`src/rtl/sdram_cache_port.sv`:
```
// sdram_cache_port
// Sits between the two-way cache's sdram_* port and the SDRAM core's
// word-stream command interface. A line read is issued to the core as one
// 4-word burst. The returned words, which may arrive with arbitrary gaps,
// are gathered into a small buffer and then replayed to the cache on four
// back-to-back cycles. A write is issued to the core as a single word.
//
// state      | meaning
// -----------+--------------------------------------------------------------
// IDLE       | waiting for a cache request
// RD_CMD     | burst read command held on the core until mem_ack
// RD_COLLECT | command taken; gathering the remaining read words
// RD_PLAY    | replaying buf[0..3] to the cache, fill pulse on word 0
// WR_CMD     | write command held on the core until mem_ack
// WR_DONE    | write taken; waiting for the cache to drop sdram_req

module sdram_cache_port #(
    parameter int MEM_ADDR_BITS = 25
) (
    input  logic                     clk,
    input  logic                     reset,
    input  logic [31:0]              sdram_addr,
    input  logic                     sdram_req,
    input  logic                     sdram_rw,
    input  logic [15:0]              data_to_sdram,
    output logic [15:0]              data_from_sdram,
    output logic                     sdram_fill,
    output logic                     sdram_wack,
    output logic [MEM_ADDR_BITS-1:0] mem_addr,
    output logic                     mem_req,
    output logic                     mem_rw,
    output logic                     mem_burst,
    output logic [15:0]              mem_wdata,
    input  logic                     mem_ack,
    input  logic [15:0]              mem_rdata,
    input  logic                     mem_rvalid
);

    typedef enum logic [2:0] {
        S_IDLE,
        S_RD_CMD,
        S_RD_COLLECT,
        S_RD_PLAY,
        S_WR_CMD,
        S_WR_DONE
    } state_t;

    state_t                   r_state;
    logic [1:0]               r_cnt;
    logic [15:0]              r_buf [4];
    logic [15:0]              r_data_from_sdram;
    logic                     r_sdram_fill;
    logic                     r_sdram_wack;
    logic [MEM_ADDR_BITS-1:0] r_mem_addr;
    logic                     r_mem_req;
    logic                     r_mem_rw;
    logic                     r_mem_burst;
    logic [15:0]              r_mem_wdata;

    logic                     w_last_word;
    logic                     w_unused_addr;

    // The fourth word of a burst is the one arriving while cnt already reads 3.
    assign w_last_word = mem_rvalid && (r_cnt == 2'd3);

    // Address bits above the core's range are dropped on purpose.
    assign w_unused_addr = &{1'b0, sdram_addr[31:MEM_ADDR_BITS]};

    assign data_from_sdram = r_data_from_sdram;
    assign sdram_fill      = r_sdram_fill;
    assign sdram_wack      = r_sdram_wack;
    assign mem_addr        = r_mem_addr;
    assign mem_req         = r_mem_req;
    assign mem_rw          = r_mem_rw;
    assign mem_burst       = r_mem_burst;
    assign mem_wdata       = r_mem_wdata;

    // Request sequencing, word collection and line playout, all outputs registered.
    always_ff @(posedge clk or posedge reset) begin
        if (reset) begin
            r_state           <= S_IDLE;
            r_cnt             <= 2'd0;
            for (int i = 0; i < 4; i++) r_buf[i] <= 16'h0000;
            r_data_from_sdram <= 16'h0000;
            r_sdram_fill      <= 1'b0;
            r_sdram_wack      <= 1'b0;
            r_mem_addr        <= '0;
            r_mem_req         <= 1'b0;
            r_mem_rw          <= 1'b0;
            r_mem_burst       <= 1'b0;
            r_mem_wdata       <= 16'h0000;
        end else begin
            r_sdram_fill <= 1'b0;
            r_sdram_wack <= 1'b0;

            case (r_state)
                S_IDLE: begin
                    if (sdram_req) begin
                        r_mem_req <= 1'b1;
                        if (sdram_rw) begin
                            r_mem_addr  <= {sdram_addr[MEM_ADDR_BITS-1:3], 3'b000};
                            r_mem_rw    <= 1'b1;
                            r_mem_burst <= 1'b1;
                            r_cnt       <= 2'd0;
                            r_state     <= S_RD_CMD;
                        end else begin
                            r_mem_addr  <= sdram_addr[MEM_ADDR_BITS-1:0];
                            r_mem_wdata <= data_to_sdram;
                            r_mem_rw    <= 1'b0;
                            r_mem_burst <= 1'b0;
                            r_state     <= S_WR_CMD;
                        end
                    end
                end

                S_RD_CMD, S_RD_COLLECT: begin
                    // The core may return data in the same cycle it takes the command.
                    if (r_state == S_RD_CMD && mem_ack) begin
                        r_mem_req   <= 1'b0;
                        r_mem_burst <= 1'b0;
                        r_state     <= S_RD_COLLECT;
                    end
                    if (mem_rvalid) begin
                        r_buf[r_cnt] <= mem_rdata;
                        r_cnt        <= r_cnt + 2'd1;
                    end
                    // Word 0 goes out with the fill pulse on the very next cycle.
                    if (w_last_word) begin
                        r_mem_req         <= 1'b0;
                        r_mem_burst       <= 1'b0;
                        r_sdram_fill      <= 1'b1;
                        r_data_from_sdram <= r_buf[0];
                        r_state           <= S_RD_PLAY;
                    end
                end

                S_RD_PLAY: begin
                    // cnt wrapped to 0 on entry; it indexes the word currently on the bus.
                    if (r_cnt == 2'd3) begin
                        r_cnt   <= 2'd0;
                        r_state <= S_IDLE;
                    end else begin
                        r_data_from_sdram <= r_buf[r_cnt + 2'd1];
                        r_cnt             <= r_cnt + 2'd1;
                    end
                end

                S_WR_CMD: begin
                    if (mem_ack) begin
                        r_mem_req    <= 1'b0;
                        r_sdram_wack <= 1'b1;
                        r_state      <= S_WR_DONE;
                    end
                end

                S_WR_DONE: begin
                    // A write the cache still holds must not be issued twice.
                    if (!sdram_req) r_state <= S_IDLE;
                end

                default: r_state <= S_IDLE;
            endcase
        end
    end

endmodule

```
`config.mk`:
```
export PLATFORM = sky130hd
export DESIGN_NAME = sdram_cache_port
export DESIGN_NICKNAME = d
export VERILOG_FILES = /design/src/rtl/sdram_cache_port.sv
export SDC_FILE = /design/constraint.sdc
export NUM_CORES = 1
export LEC_CHECK = 0
export BUFFER_PORTS_ARGS = -buffer_cell sky130_fd_sc_hd__buf_2
export CORE_MARGIN = 1
export CORE_UTILIZATION = 50
export CTS_CLUSTER_DIAMETER = 100
export DETAILED_ROUTE_END_ITERATION = 7
export PLACE_DENSITY = 0.79
export SYNTH_ARGS = -nofsm -noshare
export SYNTH_HDL_FRONTEND = slang
export SYNTH_SLANG_ARGS = --single-unit
```
`constraint.sdc`:
```
create_clock -name clk -period 5 [get_ports clk]
set_input_delay 0.5 -clock clk [delete_from_list [all_inputs] [get_ports clk]]
set_output_delay 0.5 -clock clk [all_outputs]
set_load 0.05 [all_outputs]
```
==> reports/metrics.csv <==
stage,metric,value,unit
sta,RSZ-0062 raised after global routing,no,
sta,fin. max-slew vios,0,
power_and_ir_drop,Worst VDD drop,0.000581,V
synth,Most used DFF post-synth,dfrtp_1,
status,outcome,"finished, final reports clean",
synth,Synth Area per Inst,14.0,um^2
power_and_ir_drop,Power Density,790,nW/um^2
grt,Total GRT Usage,21.3,%
cells_and_area,P&R area growth vs syn,23.3,%
min_path,worst hold path type,in -> reg,
sta,Worst Tran Pin Value,1.13,ns
drt,vias,3671,
setup_path,type of origin of the critical path,flip-flop,
clock_network,CTS Buf Count,17,
cells_and_area,layout cell share with drive strength beyond 1,50.0,%
sta,Final Hold Vio Count,0,
clock_network,CTS Hold Buffers Added,0,
setup_path,RR Startpoint,r_cnt[0],
sta,clk_skew,0.00770,ns
die,die area,11800,um^2
cells_and_area,"commonest non-fill, non-tap cells in the layout","131 x dfrtp_1, 124 x buf_2, 74 x mux2_2, 32 x mux2_1, 22 x nor2_1",
setup_path,WP buf/inv,1,
place,I/O Buffers,124,
synth,Synth warnings,0,
synth,Synth top area share,57.5,%
job,MaxCap Viol Count,0,
min_path,hold path start,data_to_sdram[5],
clock_network,post_cts resized,0,
die,Initial Util,51.9,%
sta,Fmax achieved,0.314,GHz
grt,vias in the first global route,3823,
synth,share of the yosys chip area belonging to registers,57.5,%
drt,vias per cell,5.37,
clock_network,clk slew on worst S/H paths,0.05,ns
setup_path,nature of the critical path endpoint,flip-flop,
cells_and_area,Diodes inserted,0,
synth,post-synthesis register bit count,131,
synth,Synth cell types,44,
clock_network,CTS tree,yes,
sta,Final setup viols,0,
setup_path,crit-path max FO,20,
synth,number of synthesized flops with an enable pin,0,
cells_and_area,final net count,605,
die,CORE AREA,11000,um^2
drt,Initial DRC Count,118,
place,post-DP HPWL,7.50,mm
drt,WL/cell,16.8,um
synth,biggest area consumer among synthesized cells,dfrtp_1,
synth,synth top area cells,"dfrtp_1 58%, mux2_2 15%, mux2_1 6.3%",
setup_path,max incr delay on CP,0.87,ns
power_and_ir_drop,Leak,3.26,nW
synth,Mapped Nets,482,
setup_path,critical path data arrival time,3.46,ns
drt,Residual DRC,0,
clock_network,later-pin clock latency in the skew report,0.41,ns
setup_path,crit path cell chain,inv_1 > ha_1 > nor2b_1 > nor3_4 > mux2i_1 > a21oi_1,
die,site row count,38,
sta,worst rel slew slack,24.7,%
setup_path,CP max stage cell,nor3_4,
cells_and_area,Final Core Density,64.0,%
grt,antenna violations before repair,0,
die,DIE HEIGHT,109,um
grt,total congestion overflow,0,
drt,DRT Pass-1 Iters,4,
sta,total negative setup slack,0,ns
setup_path,"delay-heaviest family, CP",simple AND/OR/NAND/NOR gates,
clock_network,clock tree sinks,131,
clock_network,Clock Tree Root,clkbuf_16,
sta,minimum clock period,3.18,ns
place,routability cong.,0.788,
sta,share of the clock period used by the worst path,63.6,%
drt,WL final,11.5,mm
grt,largest net degree at the start of global routing,90,
cells_and_area,"commonest non-fill, non-tap cell in the layout",dfrtp_1,
clock_network,Post-CTS Repair Setup Buffers,0,
synth,Post-Syn Area,5700,um^2
clock_network,CTS H-tree depth,4,
setup_path,Setup crit start,r_cnt[0],
clock_network,CTS max path bufs,2,
setup_path,WS Path Type,reg -> reg,
setup_path,"Req. time, crit path",5.28,ns
grt,first-pass GRT wire length,18.8,mm
drt,DRT antenna net count,0,
synth,Syn Inst Count,408,
synth,ys async rst share,100,%
die,die extent in x,109,um
die,IO Pins,132,
[per-stage QoR]
step	std cells	cell area, um^2	power [mW]	hold slack [ns]	setup slack, ns
final	684	7030	5.55	0.317	1.82
after global routing	684	7030	5.87	0.298	1.49
after CTS	684	7030	5.61	0.301	1.73
after detailed placement	652	6400	4.30	0.466	1.75
after global placement	652	6400	4.21	0.458	1.81
after floorplan	408	5700	3.76	0.456	1.00
[sequential cells by signal, summed over array words and instances (netlist names)]
register	cells
r_buf	64
mem_addr	25
data_from_sdram	16
mem_wdata	16
r_state	3
r_cnt	2
mem_burst	1
mem_req	1
mem_rw	1
sdram_fill	1
sdram_wack	1
[final timing paths]
kind / cells past startpoint / to / slack (ns)
setup / recovery: 6 / data_from_sdram[3] / 1.82
hold / removal: 2 / mem_wdata[5] / 0.32
setup reg to reg: 6 / data_from_sdram[3] / 1.82
hold reg to reg: 1 / r_buf[33] / 0.48
max in group asynchronous: 3 / r_buf[51] / 3.53
min in group asynchronous: 2 / r_buf[49] / 0.34
[where the power goes]
part           total [mW]  switching, mW  internal, mW
sequential           1.87          0.304          1.56
combinational        2.40           1.52         0.879
clock                1.29          0.437         0.848
total                5.55           2.26          3.29
[per-layer routing]
metal / vias up / track usage [%] / wire [um]
li1: 1715 / - / -
met1: 1807 / 25.7 / 4800
met2: 134 / 34.5 / 5690
met3: 15 / 8.07 / 841
met4: 0 / 8.40 / 170
met5: - / 0 / 0
[kinds of logic after synthesis]
group	count (synthesis)	synth area share (%)
simple gates	70	7.69
compound gates	49	7.11
buf+inv	31	2.85
fa+ha+maj	4	0.878
flops	131	57.5
mux	123	23.9
[cell type report]
type	instances	area, um^2
clock inverter	8	123
timing repair buffer	127	643
tap	140	175
clock buffer	24	502
multi-input combinational	246	2270
sequential	131	3280
inverter	8	32.5
fill	846	3960
[cell usage after synthesis, types with 4 or more instances]
master      n
dfrtp_1   131
mux2_2     74
mux2_1     32
nor2_1     22
mux2i_1    17
a21oi_1    16
o221a_2    15
or2_2      15
buf_2      10
inv_1       8
clkbuf_1    7
nand2_1     5
o21ai_0     5
ha_1        4
nand2b_1    4
No activity file was read; power rests on OpenSTA's default activity.
